### src/rtl/rr_arbiter8.sv
// rtl/rr_arbiter8.sv - eight-way round-robin arbiter with held grants
//
// Purpose: shares one downstream resource among eight requesters. A rotating
// priority pointer feeds an 8-to-3 priority encoder; the winner's grant is
// registered and held until done, until the owner drops its request, or
// (with RR_ARB_TIMEOUT_EN defined) until the hold counter expires.
//
// Optional feature macro: RR_ARB_TIMEOUT_EN (hold counter + forced release).
//
// Ports:
//   clk        in   clock, all state changes on the rising edge
//   rst        in   synchronous active-high reset
//   req[7:0]   in   request vector, held by each requester until served
//   done       in   one-cycle completion pulse from the current owner
//   gnt[7:0]   out  registered one-hot grant, zero when idle
//   gnt_idx    out  binary index of the owner, zero when idle
//   gnt_valid  out  |gnt
//   timeout    out  one-cycle pulse following a forced release

module rr_arbiter8 #(
  parameter int NREQ    = 8,
  parameter int TIMEOUT = 16
) (
  input  logic            clk,
  input  logic            rst,
  input  logic [NREQ-1:0] req,
  input  logic            done,
  output logic [NREQ-1:0] gnt,
  output logic [2:0]      gnt_idx,
  output logic            gnt_valid,
  output logic            timeout
);

  if (NREQ != 8 || TIMEOUT < 2 || TIMEOUT > 255) begin : g_param_check
    $error("rr_arbiter8: NREQ must be 8 and TIMEOUT must be in 2..255");
  end

  typedef enum logic {
    S_IDLE,
    S_BUSY
  } state_e;

  state_e     state_q, state_d;
  logic [2:0] ptr_q, ptr_d;
  logic [7:0] gnt_q, gnt_d;
  logic [2:0] idx_q, idx_d;
  logic       timeout_q, timeout_d;

  logic       any_req;
  logic       expire;
  logic       release_w;
  logic       forced;
  logic [2:0] arb_ptr;
  logic [15:0] rot_wide;
  logic [7:0] rot_req;
  logic [2:0] win_idx;

  // Team 8-to-3 priority encoder: lowest set bit wins.
  function automatic logic [2:0] prio_enc8(input logic [7:0] v);
    logic [2:0] r;
    r = 3'd0;
    for (int i = 7; i >= 0; i--) begin
      if (v[i]) r = 3'(i);
    end
    return r;
  endfunction

`ifdef RR_ARB_TIMEOUT_EN
  logic [7:0] cnt_q, cnt_d;
  assign expire = (cnt_q == 8'(TIMEOUT - 1));
`else
  assign expire = 1'b0;
`endif

  assign any_req   = |req;
  assign release_w = (state_q == S_BUSY) && (done || !req[idx_q] || expire);
  // Expiry only counts as forced when it is the sole reason for release.
  assign forced    = (state_q == S_BUSY) && expire && !done && req[idx_q];

  // On release the pointer moves past the owner in the same edge, so the
  // new arbitration already sees the just-released requester as lowest.
  assign arb_ptr  = release_w ? (idx_q + 3'd1) : ptr_q;
  assign rot_wide = {req, req} >> arb_ptr;
  assign rot_req  = rot_wide[7:0];
  assign win_idx  = prio_enc8(rot_req) + arb_ptr;

  always_comb begin
    state_d   = state_q;
    ptr_d     = ptr_q;
    gnt_d     = gnt_q;
    idx_d     = idx_q;
    timeout_d = 1'b0;
`ifdef RR_ARB_TIMEOUT_EN
    cnt_d     = cnt_q;
`endif
    case (state_q)
      S_IDLE: begin
        if (any_req) begin
          state_d = S_BUSY;
          gnt_d   = 8'b1 << win_idx;
          idx_d   = win_idx;
`ifdef RR_ARB_TIMEOUT_EN
          cnt_d   = 8'd0;
`endif
        end
      end
      S_BUSY: begin
        if (release_w) begin
          ptr_d     = arb_ptr;
          timeout_d = forced;
          if (any_req) begin
            gnt_d = 8'b1 << win_idx;
            idx_d = win_idx;
`ifdef RR_ARB_TIMEOUT_EN
            cnt_d = 8'd0;
`endif
          end else begin
            state_d = S_IDLE;
            gnt_d   = 8'd0;
            idx_d   = 3'd0;
          end
        end else begin
`ifdef RR_ARB_TIMEOUT_EN
          cnt_d = cnt_q + 8'd1;
`endif
        end
      end
      default: begin
        state_d = S_IDLE;
        gnt_d   = 8'd0;
        idx_d   = 3'd0;
      end
    endcase
  end

  always_ff @(posedge clk) begin
    if (rst) begin
      state_q   <= S_IDLE;
      ptr_q     <= 3'd0;
      gnt_q     <= 8'd0;
      idx_q     <= 3'd0;
      timeout_q <= 1'b0;
`ifdef RR_ARB_TIMEOUT_EN
      cnt_q     <= 8'd0;
`endif
    end else begin
      state_q   <= state_d;
      ptr_q     <= ptr_d;
      gnt_q     <= gnt_d;
      idx_q     <= idx_d;
      timeout_q <= timeout_d;
`ifdef RR_ARB_TIMEOUT_EN
      cnt_q     <= cnt_d;
`endif
    end
  end

  assign gnt       = gnt_q;
  assign gnt_idx   = idx_q;
  assign gnt_valid = |gnt_q;
  assign timeout   = timeout_q;

endmodule

### config.mk
export PLATFORM = sky130hd
export DESIGN_NAME = rr_arbiter8
export DESIGN_NICKNAME = d
export VERILOG_FILES = /design/src/rtl/rr_arbiter8.sv
export SDC_FILE = /design/constraint.sdc
export NUM_CORES = 1
export LEC_CHECK = 0
export ABC_AREA = 1
export BUFFER_PORTS_ARGS = -buffer_cell sky130_fd_sc_hd__buf_4
export CORE_UTILIZATION = 58
export CTS_BUF_LIST = sky130_fd_sc_hd__clkbuf_4
export DETAILED_ROUTE_END_ITERATION = 7
export PLACE_DENSITY = 0.93
export SYNTH_ARGS = -nofsm -noshare
export SYNTH_HDL_FRONTEND = slang
export SYNTH_SLANG_ARGS = --single-unit
export TNS_END_PERCENT = 20
### constraint.sdc
create_clock -name clk -period 4 [get_ports clk]
set_input_delay 0.4 -clock clk [delete_from_list [all_inputs] [get_ports clk]]
set_output_delay 0.4 -clock clk [all_outputs]
set_load 0.01 [all_outputs]
# [Word-level counts from Yosys, hierarchy flattened]
# Cells that the tools add are included.
[word_totals] word_cells=41 out_inout_bits=13 mem_bits_ro=0 input_bits=11 reg_bits=15 mem_count=0 ramBits=0 latchBits=0
[classes] div=0 n_addsub=2 n_mul=0 shift=2 mux=22 n_eq_ne=2 n_lt_le_gt_ge=1 n_reduce_logical=7 bitwise=1
[op_table] operator="$mux 3" n=12
[op_table] operator="$mux 8" n=3
[op_table] operator="$pmux 8 s2" n=1
[op_table] operator="$reduce_or 8->1" n=2
[op_table] operator="$shr 16x3->8" n=1
[op_table] operator="$shl 1x3->8 const A" n=1
[op_table] operator="$pmux 3 s2" n=1
[op_table] operator="$lt 3x4->1 const B" n=1
[op_table] operator="$reduce_and 2->1" n=2
[op_table] operator="$add 3x1->3 const B" n=1
[op_table] operator="$add 3x3->3" n=1
[op_table] operator="$bmux 1 s3" n=1
[op_table] operator="$mux 1" n=3
[op_table] operator="$ne 2x1->1 const B" n=1
[op_table] operator="$ne 2x2->1 const B" n=1
[op_table] operator="$pmux 1 s2" n=1
[op_table] operator="$logic_and 1x1->1" n=1
[op_table] operator="$logic_not 1->1" n=1
[op_table] operator="$logic_or 1x1->1" n=1
[op_table] operator="$not 1->1" n=1

# [Longest topological paths before layout]
# Gate-level depths: netlist (run 1).
[depth] word_depth=20 mapped_depth=26 depth_no_buf=25

# [Worst setup path before layout (run 1)]
# No wires, ideal clock.
[synth_timing] path_type="register -> register" startpoint="register idx_q[0] (netlist: gnt_idx[0])" endpoint="register gnt_q[0] (netlist: gnt[0])" setup_slack_ns=0.580 path_stages_with_launch=25 period_less_slack_ns=3.420 setup_time_ns=0.131 path_buffers=1 arrival_time_ns=3.290 path_cell_list="dfxtp_1 > inv_2 > nand2_1 > nand3_1 > nand3_1 > nand3_2 > nand2_4 > inv_4 > o21ai_4 > inv_2 > buf_6 > o21ai_0 > a21oi_1 > o21ai_0 > nand2_1 > a21boi_0 > ha_1 > inv_1 > fa_1 > xor2_1 > inv_1 > nand3_4 > nand2_4 > nand2_1 > a21oi_2"
[synth_between] elab_chain_cells=20 elab_cells_between_ends=24 classes_between="2 x add/sub; 1 x eq/ne; 2 x shift; 15 x mux; 4 x reduce/logical"
[synth_lines] element="start: declaration" line_no="46" text="logic [2:0] idx_q, idx_d;"
[synth_lines] element="start signal: assignment" line_no="150" text="idx_q <= idx_d;"
[synth_lines] element="$bmux 1 s3"
[synth_lines] element="$mux 1 (not written as such)" line_no="76" text="assign release_w = (state_q == S_BUSY) && (done || !req[idx_q] || expire);"
[synth_lines] element="$logic_not 1->1" line_no="76"
[synth_lines] element="$logic_or 1x1->1" line_no="76"
[synth_lines] element="$logic_and 1x1->1" line_no="76"
[synth_lines] element="$mux 3" line_no="82" text="assign arb_ptr = release_w ? (idx_q + 3'd1) : ptr_q;"
[synth_lines] element="$shr 16x3->8" line_no="83" text="assign rot_wide = {req, req} >> arb_ptr;"
[synth_lines] element="$mux 3 (8 in a row)" line_no="63" text="if (v[i]) r = 3'(i);"
[synth_lines] element="$add 3x3->3" line_no="85" text="assign win_idx = prio_enc8(rot_req) + arb_ptr;"
[synth_lines] element="$shl 1x3->8" line_no="100, 112"
[synth_lines] element="$mux 8" line_no="111" text="if (any_req) begin"
[synth_lines] element="$mux 8" line_no="108" text="if (release_w) begin"
[synth_lines] element="$pmux 8 s2" line_no="96" text="case (state_q)"
[synth_lines] element="end signal: assignment" line_no="149" text="gnt_q <= gnt_d;"
[synth_lines] element="end: declaration" line_no="45" text="logic [7:0] gnt_q, gnt_d;"
# Parallel ways exist; a longest one is shown, timed or not. The select of a mux whose other input is x is not followed.
# A chain may end at the register's enable or synchronous reset.

# [Final worst setup path (run 1)]
[layout_timing] startpoint="register idx_q[0] (netlist: gnt_idx[0])" endpoint="register gnt_q[3] (netlist: gnt[3])"
# Same word-level chain as after synthesis.

==> impl_metrics.env, run 1 <==
export IMPL_syn2layout_area_growth_pct=14.4
export IMPL_finalHoldViolCount=0
export IMPL_yosys_area_top_type="dfxtp_1"
export IMPL_setup_ws_ns=0.382
export IMPL_cts_buffer_depth=2
export IMPL_p_per_area_mw_per_mm2=827
export IMPL_fin_hold_ws_ns=0.385
export IMPL_drt_wirelength_per_cell_um=12.3
export IMPL_root_buffer="clkbuf_4"
export IMPL_tightest_slew_ns=0.817
export IMPL_m1WireLength_um=1570
export IMPL_drt_iter0_drc=44
export IMPL_die_y_um=52.0
export IMPL_r2r_start="gnt_idx[0]$_SDFFE_PP0P_"
export IMPL_syn_nets=242
export IMPL_syn_inst=228
export IMPL_die_area_sq_mm=0.00270
export IMPL_post_dp_hpwl_um=2670
export IMPL_crit_family="simple AND/OR/NAND/NOR gates"
export IMPL_start_util_pct=63.7
export IMPL_peakVddDrop_mv=0.656
export IMPL_hold_path_end="gnt[0]$_SDFFE_PP0P_"
export IMPL_port_buffers=22
export IMPL_finalCritPeriodShare_pct=90.5
export IMPL_wirelength_um=3420
export IMPL_ff2ff_setup_slack_ns=0.38
export IMPL_dr_wl_met2_um=1710
export IMPL_dpl_instance_area_sq_mm=0.00159
export IMPL_end_kind="register"
export IMPL_fin_nets=265
export IMPL_maxSlewHeadroom_pct=45.5
export IMPL_crit_buf_inv=4
export IMPL_instances_no_fill=278
export IMPL_yosysSeqAreaShare_pct=20.7
export IMPL_die_w_um=52.0
export IMPL_drive_gt1_share_pct=25.2
export IMPL_worstPathRequired_ns=4.21
export IMPL_grt_max_degree=16
export IMPL_maxSlewViolCount=0
export IMPL_cts_htree_levels=1
export IMPL_period_needed_ns=3.62
export IMPL_finalSetupViolCount=0
export IMPL_max_clock_freq_mhz=276
export IMPL_core_sq_mm=0.00228
export IMPL_n_antenna_cell=0
export IMPL_yosys_top_cells_area="dfxtp_1, nand3_1, nand2_1"
export IMPL_rsz0062_at_grt="false"
export IMPL_cts_buffers=3
export IMPL_grt_pass1_vias=1406
export IMPL_top_layer_used="met4"
export IMPL_dpl_cell_count=271
export IMPL_yosys_warnings=0
export IMPL_ys_seq_elements=15
export IMPL_reg2reg_depth=24
export IMPL_synthDistinctLibCells=29
export IMPL_cts_tree="done"
export IMPL_status="finished, final reports clean"
export IMPL_clkSlewWorstSetupHoldPaths_ns=0.09
export IMPL_worst_path_max_delay_cell="fa_1"
export IMPL_setup_tns_ns=0
export IMPL_cp_max_fo=10
export IMPL_path_class="reg2reg"
export IMPL_synth_top_area_share_pct=20.7
export IMPL_min_path_cells=2
export IMPL_pre_cts_ws_ns=0.122
export IMPL_grt_pass1_wl_um=5490
export IMPL_hold_start="rst"
export IMPL_antenna_found_initial=0
export IMPL_leakage_nw=0.810
export IMPL_slowest_delay_ns=0.40
export IMPL_num_vias=1558
export IMPL_hp_class="in2reg"
export IMPL_synth_area_sq_mm=0.00145
export IMPL_crit_chain="inv_2, nand2_1, nand3_1, nand3b_1, nand3_2, nand3_1, buf_4, nand3_1, nand3_1, nand2_1, o21ai_0, a21oi_1, o21ai_0, nand2_1, a21boi_0, ha_1, inv_1, fa_1, xor2_2, inv_1, nand3_4, nand2_4, nand2_1, a21oi_1"
export IMPL_grt_ovfl_total=0
export IMPL_crit_arrival_ns=3.83
export IMPL_r2r_end="gnt[3]$_SDFFE_PP0P_"
export IMPL_skew_ns=0.00838
export IMPL_place_gp_congestion=0.897
export IMPL_worstSetupStartpointType="register"
export IMPL_via_per_inst=5.60
export IMPL_firstDrtPassIters=5
export IMPL_drc=0
export IMPL_synth_area_per_cell_sq_um=6.35
export IMPL_boundaryPins=24
export IMPL_cts_sinks=15
export IMPL_ant_nets=0
export IMPL_gr_usage_all_layers_pct=26.6
export IMPL_rows=17
export IMPL_postLayoutCellArea_sq_mm=0.00166
export IMPL_drv_cap=0
export IMPL_clk_latency_ns=0.28
export IMPL_wl_met3_um=129
## routing by layer
metal / GRT usage, % / vias up
met5: 0 / -
met4: 9.91 / 0
met3: 2.34 / 2
met2: 47.9 / 39
met1: 32.1 / 714
li1: - / 803
## registers in the layout, summed over array words and instances (netlist names)
signal / flops
state_q: 1
gnt_idx: 3
gnt: 8
ptr_q: 3
## metrics by stage
step	power [mW]	util [%]
floorplan	1.04	-
global placement	1.22	69.8
detailed placement	1.24	69.8
CTS	1.33	71.0
global route	1.51	72.8
finish	1.37	72.8
## worst max path at each step
| stage | from | end | slack, ns | depth (start not counted) |
|---|---|---|---|---|
| floorplan | gnt_idx[0]$_SDFFE_PP0P_ | gnt[0]$_SDFFE_PP0P_ | 0.58 | 24 |
| global placement | req[6] | gnt[4]$_SDFFE_PP0P_ | 0.14 | 24 |
| detailed placement | req[6] | gnt[0]$_SDFFE_PP0P_ | 0.12 | 26 |
| CTS | gnt_idx[0]$_SDFFE_PP0P_ | gnt[0]$_SDFFE_PP0P_ | 0.18 | 25 |
| global route | gnt_idx[0]$_SDFFE_PP0P_ | gnt_idx[2]$_SDFFE_PP0P_ | 0.007 | 23 |
| finish | gnt_idx[0]$_SDFFE_PP0P_ | gnt[3]$_SDFFE_PP0P_ | 0.38 | 24 |
## power by group
part           switching [mW]  internal [mW]
registers              0.0385          0.194
clock network          0.0465         0.0371
logic                   0.654          0.401
total                   0.739          0.632
## area by class of cell
class	instances	area, sq um
multi-input cells	182	1010
fillers	200	618
flip-flops and latches	15	302
repair buffers	26	195
inverters	23	88.8
well taps	28	35.0
clock buffers	3	22.5
clock inverters	1	5.00
## Yosys cell counts
library cell,instances
dfxtp_1,15
o21ai_4,1
inv_2,3
nand3_1,55
fa_1,1
buf_4,3
nand2_2,7
buf_6,4
nand2_4,5
nor2_4,3
nand3_4,1
o21bai_1,1
nand3b_1,1
a21oi_2,1
inv_1,19
clkbuf_1,2
conb_1,1
nand2_1,63
a21boi_0,1
xor2_1,2
nor3_1,1
a21oi_1,12
o21ai_0,2
nor4_1,5
o21ai_2,2
inv_4,1
nand3_2,5
nor2_1,9
ha_1,2
## repair_timing
item,CTS,global route
endpoints found under the setup margin,0,9
endpoints found under the hold margin,0,0
hold buffers,0,0
resized for setup,0,4
buffers inserted,0,2
## kinds of logic after synthesis
logic type	synth area share (%)
flops	20.7
compound gates	8.81
fa+ha+maj	3.11
xor+xnor	1.21
buf+inv	11.3
simple gates	54.6
other cells	0.259
## cells in the final DEF, fill, tap and decap left out, types with 2 or more instances in the layout
| cell | count |
|---|---|
| nand2_1 | 63 |
| nand3_1 | 55 |
| buf_4 | 26 |
| inv_1 | 19 |
| dfxtp_1 | 14 |
| a21oi_1 | 12 |
| nor2_1 | 9 |
| nand2_2 | 7 |
| nand2_4 | 6 |
| nand3_2 | 5 |
| nor4_1 | 4 |
| inv_2 | 3 |
| nor2_4 | 3 |
| clkbuf_4 | 3 |
| o21ai_2 | 2 |
| o21ai_0 | 2 |
| ha_1 | 2 |
Note: power is estimated with default switching activity, not from simulation.
==> run 2, diff against run 1 <==
--- a/config.mk
+++ b/config.mk
@@ -11,6 +11,7 @@
 export CTS_BUF_LIST = sky130_fd_sc_hd__clkbuf_4
 export DETAILED_ROUTE_END_ITERATION = 7
 export PLACE_DENSITY = 0.93
+export RECOVER_POWER = 100
 export SYNTH_ARGS = -nofsm -noshare
 export SYNTH_HDL_FRONTEND = slang
 export SYNTH_SLANG_ARGS = --single-unit
==> run 2 against run 1 <==
Against the previous run: final cell count unchanged; combinational power decreased by 4%; critical path depth unchanged; wire length shrank 0.26%; setup slack improved by 0.0017 ns; clock power is essentially flat; sequential share of layout area is 0.51 points higher; register-to-register slack is essentially flat; fmax about the same; clock skew barely moved; total power fell by 2.6%; via count grew 0.45%; critical path type unchanged; largest power group unchanged; highest routed layer unchanged.
==> impl_metrics.env, run 2 (synthesized netlist as in run 1, its figures left out) <==
export IMPL_hold_path_end="gnt[0]$_SDFFE_PP0P_"
export IMPL_drt_iter0_drc=47
export IMPL_worstPathRequired_ns=4.21
export IMPL_die_w_um=52.0
export IMPL_skew_ns=0.00826
export IMPL_cts_tree="done"
export IMPL_r2r_start="gnt_idx[0]$_SDFFE_PP0P_"
export IMPL_die_area_sq_mm=0.00270
export IMPL_pre_cts_ws_ns=0.122
export IMPL_period_needed_ns=3.62
export IMPL_cts_buffers=3
export IMPL_rsz0062_at_grt="false"
export IMPL_min_path_cells=2
export IMPL_cp_startpoint="gnt_idx[0]$_SDFFE_PP0P_"
export IMPL_p_per_area_mw_per_mm2=828
export IMPL_start_util_pct=63.7
export IMPL_worst_path_max_delay_cell="fa_1"
export IMPL_path_class="reg2reg"
export IMPL_tightest_slew_ns=0.803
export IMPL_gr_usage_all_layers_pct=26.6
export IMPL_root_buffer="clkbuf_4"
export IMPL_n_antenna_cell=0
export IMPL_reg2reg_depth=24
export IMPL_clk_latency_ns=0.28
export IMPL_final_common_cell="nand2_1"
export IMPL_firstDrtPassIters=4
export IMPL_fin_nets=265
export IMPL_hold_buffers=0
export IMPL_grt_pass1_wl_um=5490
export IMPL_cts_htree_levels=1
export IMPL_finish_utilization_pct=70.9
export IMPL_drive_gt1_share_pct=20.4
export IMPL_cts_buffer_depth=2
export IMPL_hold_start="rst"
export IMPL_hp_class="in2reg"
export IMPL_grt_pass1_vias=1406
export IMPL_wirelength_um=3410
export IMPL_grt_max_degree=16
export IMPL_cp_max_fo=10
export IMPL_num_vias=1565
export IMPL_final_cell_mix="nand2_1, nand3_1, inv_1, dfxtp_1, buf_4"
export IMPL_drc=0
export IMPL_syn2layout_area_growth_pct=11.3
export IMPL_largest_reg_flops=8
export IMPL_maxSlewViolCount=0
export IMPL_setup_ws_ns=0.383
export IMPL_place_gp_congestion=0.897
export IMPL_max_clock_freq_mhz=276
export IMPL_fin_hold_ws_ns=0.387
export IMPL_finalSetupViolCount=0
export IMPL_ant_nets=0
export IMPL_crit_chain="inv_2, nand2_1, nand3_1, nand3b_1, nand3_2, nand3_1, buf_4, nand3_1, nand3_1, nand2_1, o21ai_0, a21oi_1, o21ai_0, nand2_1, a21boi_0, ha_1, inv_1, fa_1, xor2_2, inv_1, nand3_4, nand2_4, nand2_1, a21oi_1"
export IMPL_end_kind="register"
export IMPL_finalCritPeriodShare_pct=90.4
export IMPL_slowest_delay_ns=0.40
export IMPL_setup_tns_ns=0
export IMPL_crit_arrival_ns=3.83
export IMPL_die_y_um=52.0
export IMPL_finalHoldViolCount=0
export IMPL_grt_ovfl_total=0
export IMPL_worstSetupStartpointType="register"
export IMPL_drv_cap=0
export IMPL_peakVddDrop_mv=0.648
export IMPL_r2r_end="gnt[3]$_SDFFE_PP0P_"
export IMPL_boundaryPins=24
export IMPL_ff2ff_setup_slack_ns=0.38
export IMPL_post_dp_hpwl_um=2670
export IMPL_via_per_inst=5.63
export IMPL_status="finished, final reports clean"
export IMPL_clkSlewWorstSetupHoldPaths_ns=0.09
export IMPL_antenna_found_initial=0
export IMPL_port_buffers=22
export IMPL_rows=17
export IMPL_drt_wirelength_per_cell_um=12.3
export IMPL_p_total_mw=1.34
export IMPL_leakage_nw=0.761
export IMPL_cts_sinks=15
export IMPL_maxSlewHeadroom_pct=46.5
export IMPL_core_sq_mm=0.00228
run 2: worst max path at each step:
stage	endpoint	slack, ns	cells past startpoint
final	gnt[3]$_SDFFE_PP0P_	0.38	24
after CTS	gnt[0]$_SDFFE_PP0P_	0.18	25
after global routing	gnt_idx[2]$_SDFFE_PP0P_	0.008	23
after global placement	gnt[4]$_SDFFE_PP0P_	0.14	24
after detailed placement	gnt[0]$_SDFFE_PP0P_	0.12	26
after floorplan	gnt[0]$_SDFFE_PP0P_	0.58	24
run 2: area by class of cell:
type	count	area, sq um
Multi-Input combinational cell	182	1010
Fill cell	218	663
Sequential cell	15	302
Timing Repair Buffer	26	150
Inverter	23	88.8
Tap cell	28	35.0
Clock buffer	3	22.5
Clock inverter	1	5.00
run 2: stage by stage:
stage          instance area, sq um  cells
6_report                       1610    278
5_1_grt                        1610    278
4_1_cts                        1620    275
3_5_place_dp                   1590    271
3_3_place_gp                   1590    271
2_1_floorplan                  1450    228
run 2: what timing repair did:
action	CTS	global route
setup buffers	0	2
gates resized for setup	0	4
endpoints found under the setup margin	0	9
run 2: worst max-delay path: cells and delay by family (launching register included):
family	cells	cell delay [ns]
adder cells (fa/ha/maj)	2	0.57
flip-flops	1	0.39
AND/OR/NAND/NOR	12	1.24
XOR/XNOR	1	0.21
AO/OA/AOI/OAI	5	0.67
buffers and inverters	4	0.44
run 2: power by group:
group / internal (mW) / switching [mW]
Combinational: 0.368 / 0.653
Sequential: 0.194 / 0.0373
Clock: 0.0371 / 0.0468
run 2: routing by layer:
metal  wire length, um  vias up  track usage [%]
met1              1540      719             32.1
met4                17        0             9.91
met3               144        2             2.34
met2              1700       41             47.9
met5                 0        -                0
li1                  -      803                -
==> run 3, diff against run 2 <==
--- a/config.mk
+++ b/config.mk
@@ -7,6 +7,7 @@
 export LEC_CHECK = 0
 export ABC_AREA = 1
 export BUFFER_PORTS_ARGS = -buffer_cell sky130_fd_sc_hd__buf_4
+export CORE_ASPECT_RATIO = 0.7
 export CORE_UTILIZATION = 58
 export CTS_BUF_LIST = sky130_fd_sc_hd__clkbuf_4
 export DETAILED_ROUTE_END_ITERATION = 7
==> run 3 against run 2 <==
Against the previous run: critical path depth is the same; sequential share of layout area decreased by 0.37 points; final cell count rose by 2.5%; global-route usage is 2.9 points higher; first-iteration DRC count grew to 4.8 times the previous value; critical endpoint is now gnt[0]$_SDFFE_PP0P_.
==> impl_metrics.env, run 3 (synthesized netlist as in run 1, its figures left out) <==
export IMPL_status="finished, final reports clean"
export IMPL_worstSetupStartpointType="register"
export IMPL_drc=0
export IMPL_grt_pass1_vias=1269
export IMPL_finalHoldViolCount=0
export IMPL_drive_gt1_share_pct=21.3
export IMPL_path_class="reg2reg"
export IMPL_start_util_pct=64.1
export IMPL_maxSlewHeadroom_pct=41.6
export IMPL_skew_ns=0.00619
export IMPL_post_dp_hpwl_um=3000
export IMPL_r2r_start="gnt_idx[0]$_SDFFE_PP0P_"
export IMPL_die_y_um=43.8
export IMPL_cts_buffer_depth=2
export IMPL_cts_tree="done"
export IMPL_cp_startpoint="gnt_idx[0]$_SDFFE_PP0P_"
export IMPL_drt_iter0_drc=224
export IMPL_clkSlewWorstSetupHoldPaths_ns=0.10
export IMPL_n_antenna_cell=0
export IMPL_hp_class="in2reg"
export IMPL_die_area_sq_mm=0.00271
export IMPL_syn2layout_area_growth_pct=13.6
export IMPL_drv_cap=0
export IMPL_p_per_area_mw_per_mm2=856
export IMPL_finalCritPeriodShare_pct=94.3
export IMPL_final_common_cell="nand2_1"
export IMPL_max_clock_freq_mhz=265
export IMPL_wirelength_um=4020
export IMPL_final_cell_mix="nand2_1, nand3_1, inv_1, buf_4, dfxtp_1"
export IMPL_fill_cells=198
export IMPL_period_needed_ns=3.77
export IMPL_worstPathRequired_ns=4.22
export IMPL_grt_ovfl_total=0
export IMPL_core_sq_mm=0.00226
export IMPL_hold_start="rst"
export IMPL_drt_wirelength_per_cell_um=14.1
export IMPL_ff2ff_setup_slack_ns=0.23
export IMPL_peakVddDrop_mv=0.444
export IMPL_fin_nets=268
export IMPL_hold_buffers=0
export IMPL_largest_reg_flops=8
export IMPL_maxSlewViolCount=0
export IMPL_die_w_um=61.7
export IMPL_finalSetupViolCount=0
export IMPL_port_buffers=22
export IMPL_tightest_slew_ns=0.876
export IMPL_pre_cts_ws_ns=0.114
export IMPL_firstDrtPassIters=6
export IMPL_cts_sinks=15
export IMPL_end_kind="register"
export IMPL_ant_nets=0
export IMPL_finish_utilization_pct=72.8
export IMPL_rows=14
export IMPL_place_gp_congestion=0.940
export IMPL_cts_htree_levels=1
export IMPL_clk_latency_ns=0.28
export IMPL_cp_max_fo=10
export IMPL_fin_hold_ws_ns=0.394
export IMPL_via_per_inst=5.89
export IMPL_boundaryPins=24
export IMPL_crit_arrival_ns=3.99
export IMPL_cts_buffers=3
export IMPL_antenna_found_initial=0
export IMPL_num_vias=1679
export IMPL_grt_pass1_wl_um=5810
export IMPL_root_buffer="clkbuf_4"
export IMPL_gr_usage_all_layers_pct=29.5
export IMPL_setup_ws_ns=0.229
export IMPL_leakage_nw=0.779
export IMPL_grt_max_degree=16
## run 3: changes by cell type in the layout (fill, tap and decap cells not counted), sizes merged
cell	change
buf	+3
## run 3: area by class of cell
type	count	area, sq um	area share [%]
multi-input combinational	182	1010	61.7
clock buffer	3	22.5	1.37
sequential	15	302	18.3
tap	32	40.0	2.43
clock inverter	1	5.00	0.304
inverter	23	88.8	5.40
timing repair buffer	29	173	10.5
## run 3: power by group
part / switching, mW / internal (mW) / total, mW
clock: 0.0508 / 0.0371 / 0.0879
combinational: 0.708 / 0.380 / 1.09
sequential: 0.0386 / 0.194 / 0.233
## run 3: repair_timing
action | CTS | global route
gates resized for setup | 0 | 5
setup buffers | 0 | 4
hold endpoints to repair | 0 | 0
endpoints found under the setup margin | 0 | 9
## run 3: final timing paths
kind,to,cells past startpoint
worst min register to register,gnt[7]$_SDFFE_PP0P_,2
worst max register to register,gnt[0]$_SDFFE_PP0P_,24
worst max-delay path,gnt[0]$_SDFFE_PP0P_,24
worst min-delay path,gnt[0]$_SDFFE_PP0P_,2
## run 3: worst max-delay path: stages, from the launching register on
cell and delay (ns):
dfxtp_2 0.41, inv_2 0.07, nand2_1 0.06, nand3_1 0.06, nand3_1 0.10, nand3_2 0.13
nand3_1 0.20, buf_4 0.22, nand3_1 0.13, nand3_1 0.13, nand2_1 0.08, o21ai_0 0.18
a21oi_1 0.10, o21ai_0 0.18, nand2_1 0.08, a21boi_0 0.18, ha_1 0.19, inv_1 0.05
fa_1 0.41, xor2_2 0.21, inv_1 0.10, nand3_4 0.12, nand2_4 0.10, nand2_1 0.07
a21oi_2 0.12
## run 3: layer usage
metal / global-route usage [%] / share of wire, % / up-vias
li1: - / - / 797
met1: 45.0 / 46 / 755
met2: 40.9 / 41 / 121
met3: 8.06 / 11 / 6
met4: 6.22 / 1.5 / 0
met5: 0 / 0 / -
## run 3: metrics by stage
stage	std cells	TNS, ns	total power, mW	cell area (sq um)
after floorplan	228	0	1.04	1450
after global placement	276	0	1.24	1600
after detailed placement	276	0	1.27	1600
after CTS	280	0	1.36	1630
after global routing	285	-0.0647	1.52	1650
final	285	0	1.41	1650
